[config.mk]
export PLATFORM = sky130hd
export DESIGN_NAME = fifo_sync_param_flat
export DESIGN_NICKNAME = d
export VERILOG_FILES = /design/src/rtl/fifo_sync_param_if.sv /design/src/rtl/fifo_sync_param.sv /design/src/flat_wrapper.sv
export SDC_FILE = /design/constraint.sdc
export NUM_CORES = 1
export LEC_CHECK = 0
export BUFFER_PORTS_ARGS = -buffer_cell sky130_fd_sc_hd__buf_2
export CAP_MARGIN = 20
export CORE_UTILIZATION = 54
export CTS_CLUSTER_DIAMETER = 100
export DETAILED_ROUTE_END_ITERATION = 10
export PLACE_DENSITY = 0.77
export SKIP_LAST_GASP = 1
export SYNTH_ARGS = -nofsm -noshare
export SYNTH_HDL_FRONTEND = slang
export SYNTH_SLANG_ARGS = --single-unit
[constraint.sdc]
create_clock -name clk -period 2.85 [get_ports clk]
set_clock_uncertainty 0.15 [all_clocks]
set_input_delay 0.285 -clock clk [delete_from_list [all_inputs] [get_ports clk]]
set_output_delay 0.285 -clock clk [all_outputs]
set_load 0.05 [all_outputs]
[src/rtl/fifo_sync_param_if.sv]
// Producer/consumer handshake bundle for fifo_sync_param.
// The FIFO takes the slave side; the user logic driving push/pop takes the master side.
interface fifo_sync_param_if #(
   parameter int DATA_WIDTH = 6
);
   logic                  write;
   logic [DATA_WIDTH-1:0] wr_data;
   logic                  read;
   logic [DATA_WIDTH-1:0] rd_data;
   logic                  rd_valid;

   modport master (
      output write,
      output wr_data,
      output read,
      input  rd_data,
      input  rd_valid
   );

   modport slave (
      input  write,
      input  wr_data,
      input  read,
      output rd_data,
      output rd_valid
   );
endinterface

[src/rtl/fifo_sync_param.sv]
// Parametrised single-clock FIFO with programmable almost-full/almost-empty thresholds,
// registered or first-word-fall-through read, and sticky overflow/underflow flags.
module fifo_sync_param #(
   parameter int DATA_WIDTH = 6,
   parameter int ADDR_WIDTH = 2,
   parameter int FWFT       = 0
) (
   input  logic                  clk,
   input  logic                  reset_L,
   fifo_sync_param_if.slave      bus,
   input  logic [ADDR_WIDTH:0]   umb_almost_full,
   input  logic [ADDR_WIDTH:0]   umb_almost_empty,
   input  logic                  clr_err,
   output logic [ADDR_WIDTH:0]   data_count,
   output logic                  fifo_full,
   output logic                  fifo_empty,
   output logic                  almost_full,
   output logic                  almost_empty,
   output logic                  overflow,
   output logic                  underflow
);

   localparam int                  DEPTH   = 2 ** ADDR_WIDTH;
   localparam logic [ADDR_WIDTH:0] DEPTH_C = (ADDR_WIDTH + 1)'(DEPTH);
   localparam logic [ADDR_WIDTH:0] CNT_ONE = (ADDR_WIDTH + 1)'(1);
   localparam logic [ADDR_WIDTH-1:0] PTR_ONE = ADDR_WIDTH'(1);

   // A margin larger than the depth clamps the threshold to zero instead of wrapping.
   function automatic logic [ADDR_WIDTH:0] sat_sub(input logic [ADDR_WIDTH:0] a,
                                                   input logic [ADDR_WIDTH:0] b);
      return (b > a) ? '0 : (a - b);
   endfunction

   logic [DATA_WIDTH-1:0] mem [DEPTH];
   logic [ADDR_WIDTH-1:0] wr_ptr;
   logic [ADDR_WIDTH-1:0] rd_ptr;
   logic                  wr_acc;
   logic                  rd_acc;

   assign fifo_full    = (data_count == DEPTH_C);
   assign fifo_empty   = (data_count == '0);
   assign almost_full  = (data_count >= sat_sub(DEPTH_C, umb_almost_full));
   assign almost_empty = (data_count <= umb_almost_empty);

   // Acceptance looks only at the pre-edge count, so a same-cycle pop never frees room for a push.
   assign wr_acc = bus.write && !fifo_full;
   assign rd_acc = bus.read  && !fifo_empty;

   always_ff @(posedge clk or posedge reset_L) begin
      if (reset_L) begin
         wr_ptr     <= '0;
         rd_ptr     <= '0;
         data_count <= '0;
      end else begin
         if (wr_acc) wr_ptr <= wr_ptr + PTR_ONE;
         if (rd_acc) rd_ptr <= rd_ptr + PTR_ONE;
         case ({wr_acc, rd_acc})
            2'b10:   data_count <= data_count + CNT_ONE;
            2'b01:   data_count <= data_count - CNT_ONE;
            default: data_count <= data_count;
         endcase
      end
   end

   always_ff @(posedge clk or posedge reset_L) begin
      if (reset_L) begin
         overflow  <= 1'b0;
         underflow <= 1'b0;
      end else begin
         if (bus.write && fifo_full) overflow <= 1'b1;
         else if (clr_err)           overflow <= 1'b0;
         if (bus.read && fifo_empty) underflow <= 1'b1;
         else if (clr_err)           underflow <= 1'b0;
      end
   end

   always_ff @(posedge clk) begin
      if (wr_acc) mem[wr_ptr] <= bus.wr_data;
   end

   generate
      if (FWFT == 0) begin : g_reg_read
         logic [DATA_WIDTH-1:0] rd_data_p1;
         logic                  vld_p1;

         // ---- stage p1: registered read port ----
         always_ff @(posedge clk or posedge reset_L) begin
            if (reset_L) begin
               rd_data_p1 <= '0;
               vld_p1     <= 1'b0;
            end else begin
               vld_p1 <= rd_acc;
               if (rd_acc) rd_data_p1 <= mem[rd_ptr];
            end
         end

         assign bus.rd_data  = rd_data_p1;
         assign bus.rd_valid = vld_p1;
      end else begin : g_fwft_read
         assign bus.rd_data  = mem[rd_ptr];
         assign bus.rd_valid = !fifo_empty;
      end
   endgenerate

endmodule

[src/flat_wrapper.sv]
// flat-port wrapper written by rule: the top's interface ports become plain ports
module fifo_sync_param_flat 
#(
   parameter int DATA_WIDTH = 6,
   parameter int ADDR_WIDTH = 2,
   parameter int FWFT       = 0
)
  (clk, reset_L, umb_almost_full, umb_almost_empty, clr_err, data_count, fifo_full, fifo_empty, almost_full, almost_empty, overflow, underflow, bus_write, bus_wr_data, bus_read, bus_rd_data, bus_rd_valid);
  fifo_sync_param_if #(.DATA_WIDTH(DATA_WIDTH)) bus_i ();
  input  logic clk;
  input  logic reset_L;
  input  logic [ADDR_WIDTH:0] umb_almost_full;
  input  logic [ADDR_WIDTH:0] umb_almost_empty;
  input  logic clr_err;
  output logic [ADDR_WIDTH:0] data_count;
  output logic fifo_full;
  output logic fifo_empty;
  output logic almost_full;
  output logic almost_empty;
  output logic overflow;
  output logic underflow;
  input wire logic [$bits(bus_i.write)-1:0] bus_write;
  input wire logic [$bits(bus_i.wr_data)-1:0] bus_wr_data;
  input wire logic [$bits(bus_i.read)-1:0] bus_read;
  output wire logic [$bits(bus_i.rd_data)-1:0] bus_rd_data;
  output wire logic [$bits(bus_i.rd_valid)-1:0] bus_rd_valid;
  assign bus_i.write = bus_write;
  assign bus_i.wr_data = bus_wr_data;
  assign bus_i.read = bus_read;
  assign bus_rd_data = bus_i.rd_data;
  assign bus_rd_valid = bus_i.rd_valid;
  fifo_sync_param #(.DATA_WIDTH(DATA_WIDTH), .ADDR_WIDTH(ADDR_WIDTH), .FWFT(FWFT)) u_core (.clk(clk), .reset_L(reset_L), .bus(bus_i), .umb_almost_full(umb_almost_full), .umb_almost_empty(umb_almost_empty), .clr_err(clr_err), .data_count(data_count), .fifo_full(fifo_full), .fifo_empty(fifo_empty), .almost_full(almost_full), .almost_empty(almost_empty), .overflow(overflow), .underflow(underflow));
endmodule
Word-level counts from Yosys, hierarchy flattened --
Memories as Yosys holds them, arrays and structs flattened. A register that Yosys moved wholly into a read port is not among the register bits. Cells that the tools add are included.
Cells by class: $lt $le $gt $ge 3, reductions and logical operators 10, add/sub/neg operators 5, muxes and demuxes 7, eq/ne operators 3
Operator list (count):
- case mux 3 bit (2 select lines) | 1
- nonzero test 2 bit | 3
- 2-to-1 mux 1 bit | 5
- adder 2 x 1 -> 2 bit (second input constant) | 2
- logical AND 1 bit | 4
- adder 3 x 1 -> 3 bit (second input constant) | 1
- equality test 3 bit (second input constant) | 1
- greater-or-equal comparator 3 bit | 1
- greater-than comparator 3 bit (second input constant) | 1
- <= comparator 3 bit | 1
- zero test 3 bit | 1
- 2-to-1 mux 3 bit | 1
- subtractor 3 x 1 -> 3 bit (second input constant) | 1
- subtractor 3 bit (first input constant) | 1
- equality test 2 x 1 -> 1 bit (second input constant) | 1
- equality test 2 bit (second input constant) | 1
- zero test 1 bit | 2
Word-level totals: output and inout bits 16, flip-flop bits (word level) 10, memory bits (writable) 24, input port bits 17, memories kept 1
Memories:
- u_core.mem | words 4, bits a word 6, read ports 1, clocked after memory_dff 1, write ports 1, RTL line fifo_sync_param.sv:34 | logic [DATA_WIDTH-1:0] mem [DEPTH];

Longest topological paths before layout --
Gate-level depths: netlist (run 1).
depth in word-level cells 5, mapped depth 9, mapped depth without buffers 9

Worst setup path before layout (run 1) --
No wires, ideal clock.
path type reg-to-output, start point register u_core.data_count[1], end point output almost_empty, setup slack -94 ps, cell stages (with the launch flop) 5, required time 2415 ps, arrival time 2509 ps, path through dfrtp_1 ha_1 nor2b_1 o21a_1 o21ai_0
Between the ends: longest elaborated chain between the ends 1
RTL lines:
- start, declared | RTL line fifo_sync_param.sv:14 | output logic [ADDR_WIDTH:0] data_count,
- start signal, assigned | RTL line fifo_sync_param.sv:58 | 2'b10: data_count <= data_count + CNT_ONE;
- start signal, assigned | RTL line fifo_sync_param.sv:59 | 2'b01: data_count <= data_count - CNT_ONE;
- start signal, assigned | RTL line fifo_sync_param.sv:60 | default: data_count <= data_count;
- <= comparator 3 bit | RTL line fifo_sync_param.sv:43 | assign almost_empty = (data_count <= umb_almost_empty);
- end, declared | RTL line flat_wrapper.sv:19 | output logic almost_empty;
Every way passes these cells.

Worst setup path after layout (run 1) --
start point register u_core.data_count[0], end point output almost_full
Between the ends: longest elaborated chain between the ends 1
RTL lines:
- greater-or-equal comparator 3 bit | RTL line fifo_sync_param.sv:42 | assign almost_full = (data_count >= sat_sub(DEPTH_C, umb_almost_full));
- end, declared | RTL line flat_wrapper.sv:18 | output logic almost_full;
Every way passes these cells.

==> reports/results.txt, run 1 <==
status: finished clean
Synth warnings: 0
Core Box Area: 3128 sq um
initial antenna violation count: 0
GR Overflow Total: 0
CTS resizes: 0
Die ar.: 3607 sq um
#FFs+latches synth: 40
crit path launch: u_core.data_count[0]$_DFFE_PP0P_
syn_area_per_cell: 14.11 sq um
total track usage: 19.67%
Crit path required time: 2410 ps
Synth area leader: edfxtp_1
fmax: 404.7 MHz
Vias: 1,089
Residual DRC: 0
type of origin of the critical path: flip-flop
Reg clk slew, reported paths: 100 ps
CTS root buf: clkbuf_4
hpwl dp: 2264 um
Post-CTS Hold Buffers: 2
Port Buffers: 32
TritonRoute pass-1 iters: 4
Sink Count: 40
pwr dens: 1115 nW/um^2
Reg2Reg Setup Slack: 550 ps
Die H: 60.06 um
Max H-tree Level: 2
CP endpoint: almost_full
CP Capture Type: output port
Hold WC Path Type: primary input to flip-flop
total negative setup slack: 0 ps
vias per cell: 5.113
Synth Net Count: 159
post-route ant nets: 0
Synth Instances: 129
Main synth FF type: edfxtp_1
Slew Limit Fails: 0
WHS: 22.64 ps
CTS tree: yes
clock latency on the worst-skew pair: 330 ps
Worst Path Max Fanout: 6
nets: 198
synth top area cells: edfxtp_1 40%, dfrtp_1 22%, ha_1 8.2%
largest net degree at the start of global routing: 17
Reg-to-Reg End: u_core.data_count[2]$_DFFE_PP0P_
peak supply drop: 474.6 uV
total CTS buffers: 5
Cell variety after synth: 27
final setup fails: 0
RSZ-0062 raised after global routing: false
first-pass GRT wire length: 4933 um
most common cell in the synthesized netlist: edfxtp_1
final hold vios: 0
pre-CTS WS: 580.6 ps
n_diodes: 0
vias in the first global route: 1,112
Yosys top cell area share: 39.59%
post-route minimum period: 2471 ps
clk buf depth: 2
Post-synth EDFFs: 24
top cells by count, synth: 24 x edfxtp_1, 23 x nand2_1, 16 x dfrtp_1
P_leak: 0.9388 nW
IO Count: 33
worst slew pin tran: 607.7 ps
PnR worst setup slack: 379.0 ps
crit share post-route: 86.70%
kind of critical path: flip-flop to output port
Die X: 60.06 um
post-route cell area: 2096 sq um
Setup Buffers After CTS: 0
Avg WL per Cell: 14.08 um
share of cells above drive strength 1: 30.77%
placed cell area: 2027 sq um
Max Cap Violations: 0
Rows: 20
routability cong.: 0.7612
worst min-delay path startpoint: bus_wr_data[4]
Reg2Reg Depth: 9
Layout area overhead: 15.12%
Max transition margin: 59.44%
Post-Route WL: 3000 um
Critical Path AT: 2040 ps
DR iter-0 viols: 56
Syn Std Cell Area: 1820 sq um
Initial Utilization: 58.20%
FFs w/ async S/R, synth: 40.00%
sequential-to-total area share from yosys stat: 61.58%
r2r startpoint: u_core.data_count[2]$_DFFE_PP0P_
[placed cells by master (no fill, tap or decap), types with 2 or more instances in the layout]
cell / count
and2_2: 4
clkbuf_4: 5
mux4_2: 6
a21o_1: 2
nand2_1: 23
dfrtp_1: 16
o21ai_0: 4
nor2_1: 2
clkbuf_1: 3
ha_1: 12
xor2_1: 2
inv_1: 14
xnor2_1: 4
edfxtp_1: 24
buf_2: 32
dlygate4sd3_1: 2
[worst max-delay path, stage by stage (launching register included)]
cell and delay [ps]:
dfrtp_1 540, inv_1 170, ha_1 320, nand2b_1 150
a21o_1 170, a21o_1 160, buf_2 200
[area by class of cell]
class	count	area, sq um
Tap cell	44	55.05
Inverter	15	58.81
Sequential cell	40	1121
Timing Repair Buffer	34	180.2
Clock buffer	8	48.80
Fill cell	223	1032
Multi-Input combinational cell	72	631.9
[state kept, by name (all words and copies together) (netlist names)]
signal	cells
u_core.rd_ptr	2
u_core.bus.rd_valid	1
u_core.overflow	1
u_core.mem	24
u_core.data_count	3
u_core.bus.rd_data	6
u_core.underflow	1
u_core.wr_ptr	2
[report_power, final]
part           internal [mW]  leakage [nW]  switching [mW]  total, mW
sequential             0.801         0.414           0.169      0.970
combinational          0.384         0.498           0.728       1.11
clock                 0.0985        0.0265           0.157      0.255
[kinds of logic after synthesis]
kind of cell             Yosys count  synth area share, %
flip-flops                        40                61.58
AND/OR/NAND/NOR                   36                10.17
buffers and inverters             17                3.711
adder cells (fa/ha/maj)           13                9.347
AO/OA/AOI/OAI                     10                4.054
multiplexers                       7                8.247
XOR/XNOR                           6                2.887
[worst min-delay path by stage]
| stage | end | slack, ps | depth (start not counted) |
|---|---|---|---|
| floorplan | u_core.bus.rd_data[0]$_DFFE_PP0P_ | 50 | 1 |
| global placement | u_core.overflow$_DFFE_PP0P_ | 220 | 2 |
| detailed placement | u_core.underflow$_DFFE_PP0P_ | 230 | 2 |
| CTS | u_core.mem[3][4]$_DFFE_PP_ | 5 | 1 |
| global route | u_core.mem[0][3]$_DFFE_PP_ | 3 | 1 |
| finish | u_core.mem[3][4]$_DFFE_PP_ | 20 | 1 |
[per-layer routing]
| layer | up-vias | routed length [um] | GRT usage, % |
|---|---|---|---|
| met5 | - | 0 | 0 |
| met4 | 0 | 25 | 9.302 |
| met3 | 4 | 105 | 4.978 |
| met2 | 23 | 1459 | 30.95 |
| met1 | 537 | 1409 | 25.58 |
| li1 | 525 | - | - |
[per-stage QoR]
stage	cells	total power, mW	util, %
floorplan	129	1.835	-
global placement	203	2.060	64.80
detailed placement	203	2.102	64.80
CTS	213	2.359	67.00
global route	213	2.496	67.00
finish	213	2.337	67.00
No activity file was read; power rests on OpenSTA's default activity.
==> run 2, diff against run 1 <==
- SETUP_SLACK_MARGIN: default -> 0.02
- SKIP_LAST_GASP: 1 -> default
- clock period: 2.85 -> 2.8 ns (I/O delays scaled with it)
==> reports/results.txt, run 2 (synthesis gave the netlist of run 1 again) <==
max FFs per register: 24
final setup fails: 0
Avg WL per Cell: 14.46 um
IO Count: 33
share of cells above drive strength 1: 30.86%
slowest cell on the critical path: dfrtp_1
Core Box Area: 3128 sq um
first-pass GRT wire length: 5071 um
commonest non-fill, non-tap cell in the layout: buf_2
TritonRoute pass-1 iters: 4
fmax: 399.0 MHz
Post-Route WL: 3166 um
Die X: 60.06 um
clk buf depth: 2
Initial Utilization: 58.20%
Slew Limit Fails: 0
Most flops, register: u_core.mem
status: finished clean
worst slew pin tran: 601.4 ps
RSZ-0062 raised after global routing: false
WHS: 24.37 ps
kind of critical path: flip-flop to output port
Die H: 60.06 um
type of origin of the critical path: flip-flop
Setup Buffers After CTS: 0
largest net degree at the start of global routing: 17
Pwr Total: 2.502 mW
Port Buffers: 32
Residual DRC: 0
Worst Path Max Fanout: 6
P_leak: 0.9766 nW
Reg clk slew, reported paths: 110 ps
Rows: 20
Max transition margin: 59.86%
clock latency on the worst-skew pair: 340 ps
CP cell instances: inv_1 -> ha_1 -> nand2b_1 -> a21o_1 -> a21o_1 -> buf_2
most frequent cells in the layout: 32 x buf_2, 24 x edfxtp_1, 23 x nand2_1
nets: 204
total track usage: 20.62%
GR Overflow Total: 0
Layout area overhead: 19.93%
Post-CTS Hold Buffers: 8
routability cong.: 0.7610
post-route minimum period: 2507 ps
CTS resizes: 0
vias in the first global route: 1,168
CTS tree: yes
vias per cell: 5.087
CP Capture Type: output port
Die ar.: 3607 sq um
Vias: 1,114
CTS root buf: clkbuf_4
Crit path required time: 2370 ps
peak supply drop: 471.2 uV
Hold WC Path Type: primary input to flip-flop
crit share post-route: 89.52%
initial antenna violation count: 0
Max Cap Violations: 0
# fillers: 210
total CTS buffers: 5
CP max stage delay: 550 ps
n_diodes: 0
Sink Count: 40
cell repeated most along the worst path: a21o_1
hpwl dp: 2346 um
Critical Path AT: 2080 ps
pwr dens: 1146 nW/um^2
Max H-tree Level: 2
post-route ant nets: 0
final hold vios: 0
total negative setup slack: 0 ps
DR iter-0 viols: 56
-- run 2: changes by cell type in the layout (fill, tap and decap cells not counted) --
cell	previous run	this run
bufinv_16	0	1
clkbuf_1	3	0
clkinv_1	0	2
dfrtp_1	16	15
dfrtp_2	0	1
dlygate4sd3_1	2	8
-- run 2: layout make-up --
type | count | area, sq um | share of cell area (%)
sequential | 40 | 1122 | 51.40
clock inverter | 3 | 37.54 | 1.719
inverter | 15 | 58.81 | 2.693
timing repair buffer | 40 | 240.2 | 11.00
clock buffer | 5 | 37.54 | 1.719
multi-input combinational | 72 | 631.9 | 28.94
tap | 44 | 55.05 | 2.521
-- run 2: final timing paths --
| kind | slack (ps) | to | cells past startpoint | from |
|---|---|---|---|---|
| hold / removal | 20 | u_core.overflow$_DFFE_PP0P_ | 3 | bus_write |
| setup / recovery | 290 | almost_full | 6 | u_core.data_count[0]$_DFFE_PP0P_ |
| max in group asynchronous | 1680 | u_core.data_count[2]$_DFFE_PP0P_ | 3 | reset_L |
| setup reg to reg | 510 | u_core.data_count[2]$_DFFE_PP0P_ | 9 | u_core.data_count[1]$_DFFE_PP0P_ |
| min in group asynchronous | 400 | u_core.bus.rd_data[0]$_DFFE_PP0P_ | 3 | reset_L |
| hold reg to reg | 340 | u_core.bus.rd_data[0]$_DFFE_PP0P_ | 2 | u_core.bus.rd_data[0]$_DFFE_PP0P_ |
-- run 2: per-layer routing --
layer  track usage (%)  share of wire, %  up-vias  routed length [um]
met1             23.45                42      540                1325
met5                 0                 0        -                   0
met2             34.44                52       34                1636
met3             6.494               4.5        9                 141
li1                  -                 -      531                   -
met4             11.30               2.0        0                  63
-- run 2: power breakdown --
group,total (mW),switching (mW),internal [mW]
Clock,0.359,0.177,0.182
Combinational,1.15,0.755,0.399
Sequential,0.989,0.173,0.817
Total,2.50,1.10,1.40
-- run 2: through the flow --
stage          util, %  worst slack, ps  instance area, sq um  std cells
2_1_floorplan        -            100.6                  1822        129
3_3_place_gp     64.84            663.6                  2028        203
3_5_place_dp     64.84            530.8                  2028        203
4_1_cts          69.80            272.0                  2183        219
5_1_grt          69.80            184.5                  2183        219
6_report         69.80            293.5                  2183        219
-- run 2: critical path: cells and delay by family, from the launching register on --
| kind | cells | cell delay (ps) |
|---|---|---|
| flops | 1 | 550 |
| buf+inv | 2 | 390 |
| fa+ha+maj | 1 | 320 |
| simple gates | 1 | 140 |
| compound gates | 2 | 340 |
